## src/rtl/hilo_acc.sv

```systemverilog
`default_nettype none
// ============================================================================
// Module   : hilo_acc
// Purpose  : HI/LO special registers with partial writes, clear and
//            2*WIDTH-bit multiply-accumulate / multiply-subtract.
// Revision : 1.0 - initial release
// ============================================================================
module hilo_acc #(
    parameter int WIDTH     = 32,
    parameter int SPLIT_ACC = 1
) (
    input  logic             clk,
    input  logic             rst,
    input  logic             req_valid,
    output logic             req_ready,
    input  logic [2:0]       op,
    input  logic [WIDTH-1:0] hi_i,
    input  logic [WIDTH-1:0] lo_i,
    output logic [WIDTH-1:0] hi_o,
    output logic [WIDTH-1:0] lo_o,
    output logic             busy,
    output logic             done
);
    localparam logic [2:0] c_op_write    = 3'b001;
    localparam logic [2:0] c_op_write_hi = 3'b010;
    localparam logic [2:0] c_op_write_lo = 3'b011;
    localparam logic [2:0] c_op_madd     = 3'b100;
    localparam logic [2:0] c_op_msub     = 3'b101;
    localparam logic [2:0] c_op_clear    = 3'b110;
    localparam bit         c_split       = (SPLIT_ACC != 0);

    typedef enum logic [0:0] {
        ST_IDLE   = 1'b0,
        ST_ACC_HI = 1'b1
    } state_t;

    state_t             r_state, w_state_next;
    logic [WIDTH-1:0]   r_hi, r_lo, r_hi_op;
    logic [WIDTH-1:0]   w_hi_next, w_lo_next, w_hi_op_next;
    logic               r_carry, w_carry_next;
    logic               r_done, w_done_next;
    logic               w_accept, w_sub;
    logic [WIDTH-1:0]   w_hi_addend, w_lo_addend;
    logic [WIDTH:0]     w_lo_sum;
    logic [WIDTH-1:0]   w_hi_sum;
    logic [2*WIDTH-1:0] w_full_sum;

    assign w_accept = req_valid && req_ready;
    assign w_sub    = (op == c_op_msub);

    // Subtraction is addition of the one's complement with carry-in 1.
    assign w_hi_addend = w_sub ? ~hi_i : hi_i;
    assign w_lo_addend = w_sub ? ~lo_i : lo_i;
    assign w_lo_sum    = {1'b0, r_lo} + {1'b0, w_lo_addend} + {{WIDTH{1'b0}}, w_sub};
    assign w_hi_sum    = r_hi + r_hi_op + {{(WIDTH-1){1'b0}}, r_carry};
    assign w_full_sum  = {r_hi, r_lo} + {w_hi_addend, w_lo_addend}
                       + {{(2*WIDTH-1){1'b0}}, w_sub};

    generate
        if (SPLIT_ACC != 0) begin : g_split
            assign busy = (r_state == ST_ACC_HI);
        end else begin : g_single
            assign busy = 1'b0;
        end
    endgenerate

    assign req_ready = !busy;
    assign hi_o      = r_hi;
    assign lo_o      = r_lo;
    assign done      = r_done;

    always_comb begin
        w_state_next = r_state;
        w_hi_next    = r_hi;
        w_lo_next    = r_lo;
        w_hi_op_next = r_hi_op;
        w_carry_next = r_carry;
        w_done_next  = 1'b0;
        case (r_state)
            ST_ACC_HI: begin
                w_hi_next    = w_hi_sum;
                w_done_next  = 1'b1;
                w_state_next = ST_IDLE;
            end
            default: begin
                if (w_accept) begin
                    case (op)
                        c_op_write: begin
                            w_hi_next   = hi_i;
                            w_lo_next   = lo_i;
                            w_done_next = 1'b1;
                        end
                        c_op_write_hi: begin
                            w_hi_next   = hi_i;
                            w_done_next = 1'b1;
                        end
                        c_op_write_lo: begin
                            w_lo_next   = lo_i;
                            w_done_next = 1'b1;
                        end
                        c_op_clear: begin
                            w_hi_next   = '0;
                            w_lo_next   = '0;
                            w_done_next = 1'b1;
                        end
                        c_op_madd, c_op_msub: begin
                            if (c_split) begin
                                // LO half now; HI half next edge with the stored carry.
                                w_lo_next    = w_lo_sum[WIDTH-1:0];
                                w_carry_next = w_lo_sum[WIDTH];
                                w_hi_op_next = w_hi_addend;
                                w_state_next = ST_ACC_HI;
                            end else begin
                                w_hi_next   = w_full_sum[2*WIDTH-1:WIDTH];
                                w_lo_next   = w_full_sum[WIDTH-1:0];
                                w_done_next = 1'b1;
                            end
                        end
                        default: ;
                    endcase
                end
            end
        endcase
    end

    always_ff @(posedge clk) begin
        if (rst) begin
            r_state <= ST_IDLE;
            r_hi    <= '0;
            r_lo    <= '0;
            r_hi_op <= '0;
            r_carry <= 1'b0;
            r_done  <= 1'b0;
        end else begin
            r_state <= w_state_next;
            r_hi    <= w_hi_next;
            r_lo    <= w_lo_next;
            r_hi_op <= w_hi_op_next;
            r_carry <= w_carry_next;
            r_done  <= w_done_next;
        end
    end

endmodule
`default_nettype wire

```

## config.mk

```make
export PLATFORM = sky130hd
export DESIGN_NAME = hilo_acc
export DESIGN_NICKNAME = d
export VERILOG_FILES = /design/src/rtl/hilo_acc.sv
export SDC_FILE = /design/constraint.sdc
export NUM_CORES = 1
export LEC_CHECK = 0
export ABC_CLOCK_PERIOD_IN_PS = 7500
export BUFFER_PORTS_ARGS = -buffer_cell sky130_fd_sc_hd__buf_2
export CORE_AREA = 2 2 129 131
export DETAILED_ROUTE_END_ITERATION = 10
export DIE_AREA = 0 0 131 133
export HOLD_SLACK_MARGIN = 0.08
export PLACE_DENSITY = 0.75
export SYNTH_ARGS = -nofsm -noshare
export SYNTH_HDL_FRONTEND = slang
export SYNTH_SLANG_ARGS = --single-unit
```

## constraint.sdc

```tcl
create_clock -name clk -period 7.5 [get_ports clk]
set_input_delay 0.375 -clock clk [delete_from_list [all_inputs] [get_ports clk]]
set_output_delay 0.375 -clock clk [all_outputs]
set_load 0.1 [all_outputs]
```

== Yosys cells after proc, flatten, opt, wreduce, memory -nomap -nowiden ==
Cells that the tools add are included.
Cells by class
  $add $sub $neg: 4
  $mul: 0
  div/mod/pow operators: 0
  magnitude comparators: 0
  equality and inequality tests: 6
  shift-type cells: 0
  multiplexer cells: 10
  bitwise gates (word level): 4
  reductions and logical operators: 13
Operators with widths (number)
  $mux W32: 4
  $pmux W32 S3: 1
  $not A32 Y32: 2
  $pmux W32 S2: 1
  $add A32 B32 Y33: 1
  $add A33 B1 Y33: 1
  $add A32 B1 Y32: 1
  $add A32 B32 Y32: 1
  $eq A3 B3 Y1 const B: 3
  $eq A3 B2 Y1 const B: 2
  $reduce_and A3 Y1: 2
  $reduce_bool A3 Y1: 2
  $reduce_or A2 Y1: 3
  $mux W1: 4
  $reduce_or A4 Y1: 1
  $eq A3 B1 Y1 const B: 1
  $reduce_or A3 Y1: 1
  $not A1 Y1: 2
  $reduce_and A2 Y1: 1
  $reduce_bool A2 Y1: 1
  $logic_and A1 B1 Y1: 1
  $logic_not A1 Y1: 1
Word-level totals
  register bits: 99
  latch bits: 0
  RAM bits: 0
  bits in read-only memories: 0
  bits of input ports: 70
  word-level logic and storage cells: 43
  memories: 0

== Logic depth before layout (Yosys ltp) ==
  depth in word-level cells: 5
  depth in mapped cells: 17

== Worst setup path before layout ==
No wires, ideal clock.
  kind: input port to flip-flop
  start point: input op[2]
  end point: register r_lo[20] (netlist: lo_o[20])
  arrival time: 3894 ps
  data required time: 7362 ps
  slack: 3469 ps
  cell stages on the path: 16
  path buffers: 4
  cell sequence: nor2b_1 > clkbuf_1 > nand2_1 > clkbuf_1 > buf_2 > xnor2_1 > ha_1 > clkbuf_1 > a21o_1 > a21o_1 > a2111oi_2 > a211oi_1 > o21a_1 > or3_1 > a32oi_1 > a211oi_1
Between the ends
  cells in the longest elaborated chain, start to end: 5
  elaborated cells between the ends (all ways): 13
  those cells by class: 2 x add/sub; 5 x eq/ne; 2 x mux; 4 x reduce/logical
Ends and longest elaborated chain
  start, declared: RTL line 16  | input logic [2:0] op,
  $eq A3 B3 Y1: RTL line 49, 87
  $mux W32: RTL line 53  | assign w_lo_addend = w_sub ? ~lo_i : lo_i;
  $add A32 B32 Y33: RTL line 54  | assign w_lo_sum = {1'b0, r_lo} + {1'b0, w_lo_addend} + {{WIDTH{1'b0}}, w_sub};
  $add A33 B1 Y33: RTL line 54
  $pmux W32 S3: RTL line 87  | case (op)
  end signal, assigned: RTL line 137  | r_lo <= w_lo_next;
  end, declared: RTL line 38  | logic [WIDTH-1:0] r_hi, r_lo, r_hi_op;
Parallel ways exist; a longest one is shown, timed or not.
A chain may end at the register's enable or synchronous reset.

== Worst setup path after layout ==
Ends and elaborated chain as after synthesis.

==> run_results.csv <==
group,metric,value,unit
grt,grt_first_pass_wirelength,35700,microns
clock_tree,cts_buffers,9,
yosys,ys_seq_area_share,25.0,%
timing,tns,0,ns
worst_setup_path,path_cells,"buf_2 > nor2b_2 > buf_4 > nand2_4 > buf_4 > xnor2_1 > ha_1 > a21o_1 > a21o_1 > a2111oi_2 > a211oi_1 > o21a_1 > or3_1 > a32oi_1 > a211oi_1",
placement,dpl.hpwl,15800,microns
placement,gp_congestion,0.983,
timing,setup_viol,0,
timing,skew,0.0127,ns
floorplanning,coreArea,16200,sq um
worst_setup_path,critPathRequiredTime,7.70,ns
yosys,synth_top_family_by_area,"compound AO/OA/AOI/OAI gates",
grt,grt.total_usage,25.3,%
clock_tree,path_clk_slew,0.08,ns
timing,slew_headroom,31.6,%
yosys,synth_commonest_cells,"nor2_1 (120), dfxtp_1 (99), a21oi_1 (91), nand2_1 (72), ha_1 (66)",
power_and_ir_drop,vdd_drop_max,0.129,mV
finish,final_core_util,56.0,%
yosys,synth_top_area_share,25.0,%
worst_setup_path,worst-path-max-fanout,44,
yosys,avgSynthCellArea,7.79,sq um
yosys,synth-simple-area-share,18.0,%
hold_path,min_path_type,"primary input to register",
yosys,yosysMostFrequentCell,"nor2_1",
worst_setup_path,crit_slowest_cell,"nand2_4",
finish,area_growth,14.1,%
yosys,ys.flop_type,"dfxtp_1",
clock_tree,clockBufferDepth,2,
yosys,synth_compound_area_share,29.3,%
clock_tree,post_cts_buffers,0,
floorplanning,die_area,17400,sq um
timing,min_period,4.09,ns
placement,port_buffers,136,
yosys,synth_top_area_cell,"dfxtp_1",
finish,drive_above_1_share,16.3,%
floorplanning,die_h,133,microns
drt,drt_wl_total,21900,microns
yosys,synth_fa_ha_area_share,11.2,%
yosys,synthXorXnorAreaFrac,12.3,%
finish,finalNetCount,1248,
worst_setup_path,path_buf_inv,3,
clock_tree,cts_resized,0,
grt,overflow,0,
timing,tightestPinTransition,1.02,ns
clock_tree,holdBufCountCts,0,
clock_tree,cts_tree,"done",
clock_tree,cts.sinks,99,
yosys,ys_seq_elements,99,
worst_setup_path,cp-start-kind,"primary input",
timing,rsz0062_at_grt,"false",
worst_setup_path,cpLargestDelayFamily,"compound AO/OA/AOI/OAI gates",
yosys,syn_nets,1158,
worst_setup_path,critPathKind,"primary input to register",
floorplanning,fp.dieW,131,microns
status,outcome,"completed",
timing,drv_slew,0,
timing,final_hold_viol_count,0,
timing,post-route-period-util,54.5,%
clock_tree,cts_root_buf,"clkbuf_16",
power_and_ir_drop,power_density,190,nW/um^2
grt,grt_start_max_net_pins,74,
clock_tree,clock_latency,0.37,ns
clock_tree,cts-htree-levels,3,
grt,grt_pass1_vias,7380,
yosys,synth_edf_count,0,
job,drv_cap,0,
drt,ant_nets,0,
drt,drc,0,
drt,drtIter0Drc,491,
yosys,syn_area,7930,sq um
worst_setup_path,cp-end-kind,"register",
drt,post_drt_wl_per_cell,16.4,microns
yosys,ys_warn_count,0,
drt,vias_per_cell,5.88,
worst_setup_path,arrival,4.29,ns
power_and_ir_drop,power_leakage,0.00397,uW
yosys,synth.area.mux_share,0.126,%
yosys,async_flop_share,0,%
yosys,syn_inst,1019,
grt,antenna_found_initial,0,
timing,fmax,0.244,GHz
floorplanning,start_util,49.1,%
drt,drtPass1Iterations,5,
yosys,yosysUniqueCellTypes,63,
floorplanning,rows,47,
worst_setup_path,slowest_delay,0.62,ns
floorplanning,ioPinCount,137,
yosys,synth.area.top_cells,"dfxtp_1 (25%), ha_1 (10%), xnor2_1 (6.6%)",
finish,n_antenna_cell,0,
drt,dr_total_vias,7847,
-- sequential cells by signal, indices dropped and copies added, names as in the netlist --
signal	flops
done	1
r_carry	1
hi_o	32
busy	1
r_hi_op	32
lo_o	32
-- worst paths after layout --
path	start	end	slack [ns]	cells past startpoint
max	op[2]	lo_o[20]$_SDFFE_PP0P_	3.41	15
min	hi_i[25]	hi_o[25]$_SDFFE_PP0P_	0.30	3
max reg2reg	hi_o[0]$_SDFFE_PP0P_	hi_o[28]$_SDFFE_PP0P_	4.43	12
min reg2reg	lo_o[19]$_SDFFE_PP0P_	lo_o[19]$_SDFFE_PP0P_	0.50	2
-- metal layers --
metal  global-route usage (%)  part of all wire, %  up-vias
met1                     33.1                   45     3658
met2                     42.0                   48      234
met5                        0                    0        -
li1                         -                    -     3915
met3                     4.65                  5.5       40
met4                     8.10                  2.4        0
-- area by class of cell --
type                    count  area (sq um)
clock inverters             4          47.5
clock buffers              12           267
flip-flops and latches     99          1980
fillers                  1566          7120
repair buffers            145           751
well taps                 220           275
inverters                  19          71.3
multi-input cells         835          5650
-- worst register-to-register path: cells and delay by family (launching register included) --
| kind | cells | cell delay, ns |
|---|---|---|
| adders and majority gates | 2 | 0.68 |
| and+or+nand+nor | 2 | 0.20 |
| DFF | 1 | 0.40 |
| buffers and inverters | 1 | 0.07 |
| AOI/OAI and AO/OA | 7 | 1.64 |
-- layout by cell type, fill, tap and decap left out, types with 3 or more instances in the layout --
cell type,instances
a2111oi_0,3
a211oi_1,64
a21boi_0,5
a21o_1,33
a21oi_1,90
a221oi_1,21
a311oi_1,7
a31o_2,3
a31oi_1,10
a32oi_1,3
a41oi_1,3
and2_1,6
and3_1,9
and4_1,3
buf_2,135
buf_4,10
clkbuf_16,9
clkbuf_8,3
dfxtp_1,98
fa_1,3
ha_1,66
inv_1,19
nand2_1,71
nand2b_1,5
nand3_1,40
nand4_1,13
nor2_1,119
nor2b_1,8
nor3_1,26
o211ai_1,7
o21a_1,13
o21ai_0,36
o21ai_2,3
o21bai_1,13
or3_1,6
xnor2_1,60
xor2_1,51
-- stage by stage --
stage	area [sq um]	cells	setup slack, ns	hold slack [ns]	total power [uW]
2_1_floorplan	7930	1019	3.47	0.482	1090
3_3_place_gp	8730	1318	3.18	0.484	1210
3_5_place_dp	8730	1318	3.11	0.489	1220
4_1_cts	9050	1334	3.48	0.297	1730
5_1_grt	9050	1334	3.10	0.320	1800
6_report	9050	1334	3.41	0.301	1720
-- kinds of logic (layout without fill, tap and decap cells) --
group	after synthesis	count (layout)
AOI/OAI and AO/OA	340	340
and+or+nand+nor	314	314
xor gates and xnor gates	111	111
DFF	99	99
buffers and inverters	85	180
adders and majority gates	69	69
muxes	1	1
-- power breakdown --
group,switching (uW),internal [uW],leakage (uW),total (uW)
combinational,436,193,0.00300,629
sequential,28.9,559,0.000811,588
clock,218,285,0.000155,503
total,682,1040,0.00397,1720
(Power assumes the default switching activity.)
